File: config.mk
export PLATFORM = sky130hd
export DESIGN_NAME = datapath_flat
export DESIGN_NICKNAME = d
export VERILOG_FILES = /design/src/rtl/datapath_if.sv /design/src/rtl/datapath.sv /design/src/flat_wrapper.sv
export SDC_FILE = /design/constraint.sdc
export NUM_CORES = 1
export LEC_CHECK = 0
export CAP_MARGIN = 20
export CORE_AREA = 10 10 69 93
export CTS_CLUSTER_DIAMETER = 60
export DETAILED_ROUTE_END_ITERATION = 8
export DIE_AREA = 0 0 79 103
export PLACE_DENSITY = 0.74
export SLEW_MARGIN = 15
export SYNTH_ARGS = -nofsm -noshare
export SYNTH_HDL_FRONTEND = slang
export SYNTH_SLANG_ARGS = --single-unit
File: constraint.sdc
create_clock -name clk -period 3.94 [get_ports clk]
set_input_delay 0.985 -clock clk [delete_from_list [all_inputs] [get_ports clk]]
set_output_delay 0.985 -clock clk [all_outputs]
set_load 0.02 [all_outputs]
File: src/rtl/datapath_if.sv
// Control/status bundle between the accumulator datapath and its control unit.
// Program memory is external, so prog_data is driven by the master side.
interface datapath_if #(
    parameter int unsigned DATA_W = 8
);
    logic              pc_inc;
    logic              pc_load;
    logic              ir_load;
    logic              regA_load;
    logic              regR0_load;
    logic              regR1_load;
    logic [1:0]        alu_op;
    logic              output_enable;
    logic              halt;
    logic [7:0]        prog_data;

    logic [3:0]        prog_addr;
    logic [3:0]        opcode;
    logic              zero;
    logic              carry;
    logic [DATA_W-1:0] out_data;
    logic              out_valid;
    logic [DATA_W-1:0] acc;

    modport master (
        output pc_inc, pc_load, ir_load, regA_load, regR0_load, regR1_load,
               alu_op, output_enable, halt, prog_data,
        input  prog_addr, opcode, zero, carry, out_data, out_valid, acc
    );

    modport slave (
        input  pc_inc, pc_load, ir_load, regA_load, regR0_load, regR1_load,
               alu_op, output_enable, halt, prog_data,
        output prog_addr, opcode, zero, carry, out_data, out_valid, acc
    );
endinterface

File: src/rtl/datapath.sv
// Accumulator datapath: 4-bit PC, 8-bit IR, A/R0/R1 registers, 2-bit ALU with
// registered zero/carry flags, and a strobed output register.
module datapath #(
    parameter int unsigned DATA_W = 8
) (
    input  logic     clk,
    input  logic     reset,
    datapath_if.slave dp
);
    localparam int unsigned PC_W  = 4;
    localparam int unsigned IR_W  = 8;
    localparam int unsigned SUM_W = DATA_W + 1;

    localparam logic [1:0] OP_ADD = 2'b00;
    localparam logic [1:0] OP_SUB = 2'b01;
    localparam logic [1:0] OP_AND = 2'b10;
    localparam logic [1:0] OP_XOR = 2'b11;

    logic [PC_W-1:0]   pc_q, pc_d;
    logic [IR_W-1:0]   ir_q, ir_d;
    logic [DATA_W-1:0] a_q, a_d;
    logic [DATA_W-1:0] r0_q, r0_d;
    logic [DATA_W-1:0] r1_q, r1_d;
    logic              zero_q, zero_d;
    logic              carry_q, carry_d;
    logic [DATA_W-1:0] out_q, out_d;
    logic              out_valid_q, out_valid_d;

    logic [DATA_W-1:0] operand;
    logic [SUM_W-1:0]  sum_w;
    logic [DATA_W-1:0] alu_res;
    logic              alu_carry;
    logic [DATA_W-1:0] imm_ext;

    // ALU: IR[6] picks R1 over R0 as the second operand
    always_comb begin
        operand   = ir_q[6] ? r1_q : r0_q;
        sum_w     = SUM_W'(a_q) + SUM_W'(operand);
        alu_res   = '0;
        alu_carry = 1'b0;
        case (dp.alu_op)
            OP_ADD: begin
                alu_res   = sum_w[DATA_W-1:0];
                alu_carry = sum_w[DATA_W];
            end
            OP_SUB: begin
                alu_res   = a_q - operand;
                alu_carry = (a_q < operand);
            end
            OP_AND: alu_res = a_q & operand;
            OP_XOR: alu_res = a_q ^ operand;
            default: begin
                alu_res   = '0;
                alu_carry = 1'b0;
            end
        endcase
    end

    assign imm_ext = DATA_W'(ir_q[3:0]);

    // Next-state: every load consumes pre-edge values; halt freezes everything
    always_comb begin
        pc_d        = pc_q;
        ir_d        = ir_q;
        a_d         = a_q;
        r0_d        = r0_q;
        r1_d        = r1_q;
        zero_d      = zero_q;
        carry_d     = carry_q;
        out_d       = out_q;
        out_valid_d = 1'b0;

        if (!dp.halt) begin
            if (dp.pc_load) begin
                pc_d = ir_q[3:0];
            end else if (dp.pc_inc) begin
                pc_d = pc_q + PC_W'(1);
            end

            if (dp.ir_load) begin
                ir_d = dp.prog_data;
            end
            if (dp.regR0_load) begin
                r0_d = imm_ext;
            end
            if (dp.regR1_load) begin
                r1_d = imm_ext;
            end

            if (dp.regA_load) begin
                a_d     = alu_res;
                carry_d = alu_carry;
                zero_d  = (alu_res == '0);
            end

            if (dp.output_enable) begin
                out_d       = a_q;
                out_valid_d = 1'b1;
            end
        end
    end

    always_ff @(posedge clk) begin
        if (reset) begin
            pc_q        <= '0;
            ir_q        <= '0;
            a_q         <= '0;
            r0_q        <= '0;
            r1_q        <= '0;
            zero_q      <= 1'b0;
            carry_q     <= 1'b0;
            out_q       <= '0;
            out_valid_q <= 1'b0;
        end else begin
            pc_q        <= pc_d;
            ir_q        <= ir_d;
            a_q         <= a_d;
            r0_q        <= r0_d;
            r1_q        <= r1_d;
            zero_q      <= zero_d;
            carry_q     <= carry_d;
            out_q       <= out_d;
            out_valid_q <= out_valid_d;
        end
    end

    assign dp.prog_addr = pc_q;
    assign dp.opcode    = ir_q[7:4];
    assign dp.zero      = zero_q;
    assign dp.carry     = carry_q;
    assign dp.out_data  = out_q;
    assign dp.out_valid = out_valid_q;
    assign dp.acc       = a_q;

endmodule
File: src/flat_wrapper.sv
// flat-port wrapper written by rule: the top's interface ports become plain ports
module datapath_flat 
#(
    parameter int unsigned DATA_W = 8
)
  (clk, reset, dp_pc_inc, dp_pc_load, dp_ir_load, dp_regA_load, dp_regR0_load, dp_regR1_load, dp_alu_op, dp_output_enable, dp_halt, dp_prog_data, dp_prog_addr, dp_opcode, dp_zero, dp_carry, dp_out_data, dp_out_valid, dp_acc);
  datapath_if #(.DATA_W(DATA_W)) dp_i ();
  input  logic clk;
  input  logic reset;
  input wire logic [$bits(dp_i.pc_inc)-1:0] dp_pc_inc;
  input wire logic [$bits(dp_i.pc_load)-1:0] dp_pc_load;
  input wire logic [$bits(dp_i.ir_load)-1:0] dp_ir_load;
  input wire logic [$bits(dp_i.regA_load)-1:0] dp_regA_load;
  input wire logic [$bits(dp_i.regR0_load)-1:0] dp_regR0_load;
  input wire logic [$bits(dp_i.regR1_load)-1:0] dp_regR1_load;
  input wire logic [$bits(dp_i.alu_op)-1:0] dp_alu_op;
  input wire logic [$bits(dp_i.output_enable)-1:0] dp_output_enable;
  input wire logic [$bits(dp_i.halt)-1:0] dp_halt;
  input wire logic [$bits(dp_i.prog_data)-1:0] dp_prog_data;
  output wire logic [$bits(dp_i.prog_addr)-1:0] dp_prog_addr;
  output wire logic [$bits(dp_i.opcode)-1:0] dp_opcode;
  output wire logic [$bits(dp_i.zero)-1:0] dp_zero;
  output wire logic [$bits(dp_i.carry)-1:0] dp_carry;
  output wire logic [$bits(dp_i.out_data)-1:0] dp_out_data;
  output wire logic [$bits(dp_i.out_valid)-1:0] dp_out_valid;
  output wire logic [$bits(dp_i.acc)-1:0] dp_acc;
  assign dp_i.pc_inc = dp_pc_inc;
  assign dp_i.pc_load = dp_pc_load;
  assign dp_i.ir_load = dp_ir_load;
  assign dp_i.regA_load = dp_regA_load;
  assign dp_i.regR0_load = dp_regR0_load;
  assign dp_i.regR1_load = dp_regR1_load;
  assign dp_i.alu_op = dp_alu_op;
  assign dp_i.output_enable = dp_output_enable;
  assign dp_i.halt = dp_halt;
  assign dp_i.prog_data = dp_prog_data;
  assign dp_prog_addr = dp_i.prog_addr;
  assign dp_opcode = dp_i.opcode;
  assign dp_zero = dp_i.zero;
  assign dp_carry = dp_i.carry;
  assign dp_out_data = dp_i.out_data;
  assign dp_out_valid = dp_i.out_valid;
  assign dp_acc = dp_i.acc;
  datapath #(.DATA_W(DATA_W)) u_core (.clk(clk), .reset(reset), .dp(dp_i));
endmodule
# Yosys cells after proc, flatten, opt, wreduce, memory -nomap -nowiden
# Index checks and enable logic that the tools add are counted.
[totals]
latch_bits = 0
output_inout_bits = 27
regBits = 39
inputBits = 20
romBits = 0
ram_bits = 0
memories = 0
[op_classes]
shift = 0
magnitude_cmp = 1
div = 0
n_reduce_logical = 10
n_mul = 0
add_sub_neg = 3
bitwise_logic = 3
n_eq_ne = 3
mux = 6
[op_table]
columns = ["op", "count"]
rows = [
  ["8-bit one-hot mux with 4 select lines", 1],
  ["4-bit two-way mux", 3],
  ["2-bit AND reduction", 6],
  ["8-bit by 8-bit adder with 9-bit output", 1],
  ["8-bit bitwise AND", 1],
  ["8-bit logical NOT", 1],
  ["8-bit less-than comparator", 1],
  ["8-bit subtractor", 1],
  ["8-bit XOR", 1],
  ["4-bit by 1-bit adder with 4-bit output (second input constant)", 1],
  ["2-bit equality test (second input constant)", 2],
  ["2-bit by 1-bit equality test with 1-bit output (second input constant)", 1],
  ["2-bit logical NOT", 1],
  ["1-bit one-hot mux with 2 select lines", 1],
  ["2-bit nonzero test", 1],
  ["2-bit OR reduction", 1],
  ["1-bit two-way mux", 1],
  ["1-bit NOT", 1],
]

# Logic depth before layout (Yosys ltp)
# Gate-level depths: netlist of run 1.
[depth]
depth_word = 4
mapped_depth = 11

# Least setup slack after synthesis of run 1
# No wires, ideal clock.
[synth_path]
path_kind = "reg2reg"
startpoint = "reg u_core.ir_q[6]"
endpoint = "reg u_core.zero_q, in the netlist u_core.dp.zero"
path_buffers = 1
path_stages_with_launch = 12
arrival_time_ps = 2450
setup_slack_ps = 1406
setup_time_ps = 84
cell_sequence = "dfxtp_1 > clkbuf_1 > mux2_2 > ha_1 > inv_1 > fa_1 > o21bai_1 > a21oi_2 > and3_4 > nor4_2 > nand4_1 > o31ai_2"
[synth_between]
elab_chain_cells = 4
[synth_lines]
columns = ["element", "line", "text"]
rows = [
  ["start, declared", "datapath.sv:20", "logic [IR_W-1:0] ir_q, ir_d;"],
  ["start signal, assigned", "datapath.sv:116", "ir_q <= ir_d;"],
  ["4-bit two-way mux (*)", "datapath.sv:37", "operand = ir_q[6] ? r1_q : r0_q;"],
  ["8-bit subtractor, or another cell as far along", "datapath.sv:47", "alu_res = a_q - operand;"],
  ["8-bit one-hot mux with 4 select lines (*)", "datapath.sv:41", "case (dp.alu_op)"],
  ["8-bit logical NOT (*)", "datapath.sv:93", "zero_d = (alu_res == '0);"],
  ["end signal, assigned", "datapath.sv:120", "zero_q <= zero_d;"],
  ["end, declared", "datapath.sv:24", "logic zero_q, zero_d;"],
]
# Mark *: on every way between the ends. The rest lies on a longest branch, timed or not.
# A chain may end at the register's enable or synchronous reset.

# Worst setup path in the final report of run 1
# Ends and elaborated chain as after synthesis.

==> results.sh, run 1 <==
export IMPL_status="completed"
export IMPL_async_flop_share_pct=0
export IMPL_grt_max_degree=27
export IMPL_syn_cell_area_um2=2280
export IMPL_leakage_uw=0.00106
export IMPL_hold_slack_ns=0.456
export IMPL_gr_total_overflow=0
export IMPL_synth_warnings=0
export IMPL_pwr_density_cell_nw_per_um2=323
export IMPL_period_share_pct=68.5
export IMPL_nNetsFinal=330
export IMPL_slew_headroom_pct=41.7
export IMPL_cts_buffers=5
export IMPL_ys_ff_latch=39
export IMPL_clock_latency_ns=0.29
export IMPL_drtPass1Iterations=4
export IMPL_synthToLayoutAreaGrowth_pct=23.6
export IMPL_dp_cells=355
export IMPL_cts_clk_slew_worst_paths_ns=0.08
export IMPL_clock_root_buffer="clkbuf_8"
export IMPL_ant_nets=0
export IMPL_crit_path_max_fanout=6
export IMPL_grt_pass1_vias=1968
export IMPL_diodes=0
export IMPL_swShare_pct=26.5
export IMPL_yosys_most_used_dff="dfxtp_1"
export IMPL_synth_edff_count=0
export IMPL_avgViaCountPerCell=5.34
export IMPL_ys_seq_area_share_pct=34.2
export IMPL_maxSlewViolCount=0
export IMPL_detail_route_wl_per_cell_um=15.3
export IMPL_num_rows=30
export IMPL_wl_um=5550
export IMPL_dpl_hpwl_um=4430
export IMPL_synthCells=266
export IMPL_grt_pass1_wl_um=9050
export IMPL_cts_sinks=39
export IMPL_htree_levels=2
export IMPL_grt_total_usage_pct=13.8
export IMPL_fin_skew_ns=0.00862
export IMPL_die_w_um=79
export IMPL_max_clock_freq_mhz=371
export IMPL_die_area_um2=8140
export IMPL_end_kind="register"
export IMPL_ios=47
export IMPL_initialDrtViolationCount=108
export IMPL_hold_class="reg2reg"
export IMPL_path_class="reg2reg"
export IMPL_fp_coreArea_um2=4800
export IMPL_cts_tree="built"
export IMPL_fp_dieH_um=103
export IMPL_period_needed_ns=2.70
export IMPL_rsz0062_at_grt="no"
export IMPL_synth_fp_nets=298
export IMPL_final_cell_mix="clkdlybuf4s50_1, dfxtp_1, nor2_1"
export IMPL_intPower_uw=668
export IMPL_final_cells=363
export IMPL_ys_types=54
export IMPL_drc=0
export IMPL_drive_above_1_share_pct=9.03
export IMPL_postCtsSetupRepairBufs=0
export IMPL_initial_utilization_pct=47.4
export IMPL_syn_avg_cell_area_um2=8.57
export IMPL_worstMarginPinSlew_ns=0.873
export IMPL_final_common_cell="clkdlybuf4s50_1"
export IMPL_hold_viol_final=0
export IMPL_maxCapViolCount=0
export IMPL_gp_congestion=0.882
export IMPL_clk_path_buf_depth=2
export IMPL_worst_setup_path_start_kind="register"
export IMPL_clock_power_share_pct=36.1
export IMPL_cp_arrival_ns=2.91
export IMPL_power_switching_uw=241
export IMPL_antenna_found_initial=0
export IMPL_hold_buffers=0
export IMPL_vias=1937
export IMPL_setup_tns_ns=0
export IMPL_fill_cells=468
export IMPL_finalSetupViolCount=0
export IMPL_finalPower_uw=909
export IMPL_peakVddDrop_uv=373
export IMPL_numPortBuffers=46
export IMPL_power_share_combinational_pct=17.5
export IMPL_p_seq_share_pct=46.4
export IMPL_required_ns=4.16
export IMPL_cts_resized=0
through the flow:
step                      util (%)  instance area (µm²)  setup slack (ns)
after floorplan                  -                 2280              1.41
after global placement        56.3                 2710             0.999
after detailed placement      56.3                 2710             0.959
after CTS                     58.6                 2820              1.21
after global routing          58.6                 2820              1.04
final                         58.6                 2820              1.24
critical path: stages (launching register included):
cell	delay (ns)
dfxtp_1	0.49
mux2i_1	0.42
inv_1	0.15
fa_1	0.47
nor2b_1	0.18
o21ai_1	0.11
and4b_1	0.26
nor4_2	0.20
nand4_1	0.15
o31ai_2	0.22
power by group through the flow:
stage	logic [µW]	clock network (µW)	registers [µW]
2_1_floorplan	102	0	434
3_3_place_gp	158	0	432
3_5_place_dp	159	0	432
4_1_cts	160	336	422
5_1_grt	173	352	425
6_report	159	328	422
sequential cells by signal, indices dropped and copies added, names as in the netlist:
| name | flops |
|---|---|
| u_core.dp.out_data | 8 |
| u_core.ir_q | 8 |
| u_core.dp.out_valid | 1 |
| u_core.r0_q | 4 |
| u_core.dp.acc | 8 |
| u_core.dp.prog_addr | 4 |
| u_core.r1_q | 4 |
| u_core.dp.carry | 1 |
| u_core.dp.zero | 1 |
worst paths after layout:
kind,startpoint,endpoint,slack (ns),depth (start not counted)
worst max-delay path,u_core.ir_q[6],u_core.dp.zero,1.24,9
worst min-delay path,u_core.dp.out_data[4],u_core.dp.out_data[4],0.46,2
worst min register to register,u_core.dp.out_data[4],u_core.dp.out_data[4],0.46,2
worst max register to register,u_core.ir_q[6],u_core.dp.zero,1.24,9
cells by family (layout without fill, tap and decap cells):
family / Yosys count / count (layout) / share of synthesized area [%]
AND/OR/NAND/NOR: 97 / 97 / 20.5
AO/OA/AOI/OAI: 62 / 62 / 20.2
flip-flops: 39 / 39 / 34.2
buffers and inverters: 33 / 66 / 7.19
multiplexers: 22 / 22 / 10.3
adder cells (fa/ha/maj): 12 / 12 / 7.24
XOR/XNOR: 1 / 1 / 0.384
routing by layer:
layer / GRT usage [%] / part of all wire [%] / vias up
met1: 14.0 / 40 / 867
met5: 0 / 0 / -
li1: - / - / 986
met4: 9.13 / 5.3 / 0
met2: 23.5 / 49 / 59
met3: 4.89 / 5.9 / 25
layout make-up:
cell class,count,area [µm²],area share [%]
timing repair buffer,47,468,16.6
inverter,11,41.3,1.47
clock inverter,3,43.8,1.55
clock buffer,5,68.8,2.44
sequential,39,781,27.7
multi-input combinational,194,1340,47.4
tap,64,80.1,2.84
synthesized netlist by cell type (5+ instances only):
cell type,count,area [µm²]
nor2_1,34,128
nor2b_1,7,43.8
mux2i_1,20,200
buf_4,6,45.0
ha_1,10,125
nand2_1,30,113
nand2b_1,7,43.8
inv_1,10,37.5
a211oi_1,5,37.5
a21oi_1,24,120
clkbuf_1,12,45.0
dfxtp_1,39,781
No activity file was read; power rests on OpenSTA's default activity.
==> inputs of run 2 (changes only) <==
- CORE_AREA: 10 10 69 93 -> 10 10 71 97
- DIE_AREA: 0 0 79 103 -> 0 0 81 107
- PLACE_DENSITY: 0.74 -> 0.72
- clock period: 3.94 -> 2.35 ns (I/O delays scaled with it)
==> run 2 against run 1 <==
  * The run now ends with setup timing left
  * Power grew 78%
  * Clock skew is essentially flat
  * Global-route usage grew 0.76 points
  * Critical path type unchanged
  * Largest cell class unchanged
  * Sequential share of layout area shrank 3.2 points
  * Via count grew 8.1%
  * Sequential cell count is the same
  * Clock-buffer cell count grew 1
  * Cell count grew 8.3%
  * Register-to-register slack lost 1.3 ns
  * Sequential power grew 66%
  * Core utilization grew 3.8 points
==> results.sh, run 2 (same netlist as run 1, synthesis figures left out) <==
export IMPL_end_kind="register"
export IMPL_slew_headroom_pct=62.0
export IMPL_final_common_cell="clkdlybuf4s50_1"
export IMPL_num_rows=31
export IMPL_drc=0
export IMPL_hold_slack_ns=0.457
export IMPL_cp_slowest_cell="dfxtp_4"
export IMPL_regArea_um2=785
export IMPL_slowest_delay_ns=0.37
export IMPL_drive_above_1_share_pct=24.2
export IMPL_detail_route_wl_per_cell_um=15.7
export IMPL_cp_arrival_ns=2.58
export IMPL_synthToLayoutAreaGrowth_pct=40.3
export IMPL_clock_latency_ns=0.29
export IMPL_cts_sinks=39
export IMPL_numPortBuffers=46
export IMPL_required_ns=2.57
export IMPL_ant_nets=0
export IMPL_leakage_uw=0.00122
export IMPL_dpl_hpwl_um=4700
export IMPL_period_share_pct=100
export IMPL_finalSetupViolCount=1
export IMPL_multiInputGateArea_um2=1490
export IMPL_crit_path_max_fanout=5
export IMPL_grt_max_degree=40
export IMPL_clk_path_buf_depth=2
export IMPL_die_w_um=81
export IMPL_fin_skew_ns=0.00907
export IMPL_htree_levels=2
export IMPL_maxSlewViolCount=0
export IMPL_critical_path_top_delay_family="simple AND/OR/NAND/NOR gates"
export IMPL_worst_setup_path_start_kind="register"
export IMPL_placed_area_um2=2930
export IMPL_cts_clk_slew_worst_paths_ns=0.08
export IMPL_wl_um=6180
export IMPL_maxCapViolCount=0
export IMPL_finalWorstSetupSlack_ns=-0.00816
export IMPL_die_area_um2=8670
export IMPL_nNetsFinal=358
export IMPL_dp_cells=382
export IMPL_drtPass1Iterations=4
export IMPL_avgViaCountPerCell=5.33
export IMPL_path_class="reg2reg"
export IMPL_worstMarginPinSlew_ns=0.569
export IMPL_hold_class="reg2reg"
export IMPL_peakVddDrop_uv=447
export IMPL_final_cell_mix="clkdlybuf4s50_1, dfxtp_1, nor2_1"
export IMPL_clock_root_buffer="clkbuf_8"
export IMPL_cp_num_buf_inv=1
export IMPL_initial_utilization_pct=44.5
export IMPL_vias=2094
export IMPL_fill_cells=464
export IMPL_violations="setup timing"
export IMPL_grt_total_usage_pct=14.6
export IMPL_initialDrtViolationCount=103
export IMPL_gr_total_overflow=0
export IMPL_fin_area_um2=3200
export IMPL_gp_congestion=0.929
export IMPL_rsz0062_at_grt="yes"
export IMPL_hold_viol_final=0
export IMPL_path_cells="mux2_4 > ha_4 > inv_2 > fa_2 > o21bai_1 > a21oi_2 > and3_4 > nor4_4 > nand4_1 > o31ai_2"
export IMPL_hold_buffers=0
export IMPL_ios=47
export IMPL_cts_buffers=5
export IMPL_grt_pass1_wl_um=10300
export IMPL_pwr_density_cell_nw_per_um2=506
export IMPL_fp_coreArea_um2=5120
export IMPL_max_clock_freq_mhz=424
export IMPL_period_needed_ns=2.36
export IMPL_grt_pass1_vias=2115
export IMPL_diodes=0
export IMPL_status="complete, but fails checks"
export IMPL_antenna_found_initial=0
export IMPL_fp_dieH_um=107
export IMPL_cts_tree="built"
export IMPL_final_cells=393
[run 2: final timing paths]
kind / from / endpoint / slack, ns / cells past startpoint
max: u_core.ir_q[6] / u_core.dp.zero / -0.008 / 10
min: u_core.dp.out_data[3] / u_core.dp.out_data[3] / 0.46 / 2
max reg2reg: u_core.ir_q[6] / u_core.dp.zero / -0.008 / 10
min reg2reg: u_core.dp.out_data[3] / u_core.dp.out_data[3] / 0.46 / 2
[run 2: final cells by class]
cell class                 count  area share [%]
clock buffer                   6            2.58
clock inverter                 2            1.10
inverter                      11            1.29
multi-input combinational    194            46.6
sequential                    39            24.5
tap                           66            2.58
timing repair buffer          75            21.3
[run 2: power by group]
group / total, µW / internal, µW / leakage (µW) / switching [µW]
Sequential: 702 / 682 / 0.000318 / 20.9
Clock: 588 / 344 / 0.0000612 / 245
Combinational: 329 / 160 / 0.000842 / 169
Total: 1620 / 1190 / 0.00122 / 434
[run 2: through the flow]
step	setup WS (ns)	utilization [%]	total power, µW	TNS [ns]
2_1_floorplan	-0.0198	-	902	-0.0198
3_3_place_gp	-0.0113	57.2	1020	-0.0113
3_5_place_dp	-0.0876	57.2	1020	-0.0934
4_1_cts	0.00612	61.6	1630	0
5_1_grt	-0.143	62.5	1690	-0.200
6_report	-0.00816	62.5	1620	-0.00816
[run 2: layer usage]
metal  share of wire [%]  global-route usage (%)
met2                  53                    25.8
met4                 3.5                    6.08
met5                   0                       0
met1                  38                    15.6
met3                 5.5                    4.10
[run 2: repair_timing]
item | CTS | global route
gates resized for setup | 18 | 11
setup buffers | 3 | 0
setup endpoints to repair | 1 | 7
pin swaps | 7 | 6
gates cloned | 0 | 0
[run 2: worst min-delay path, cell delays in order (launching register included)]
cell	delay (ns)
dfxtp_1	0.31
nand2_1	0.05
a21oi_1	0.05
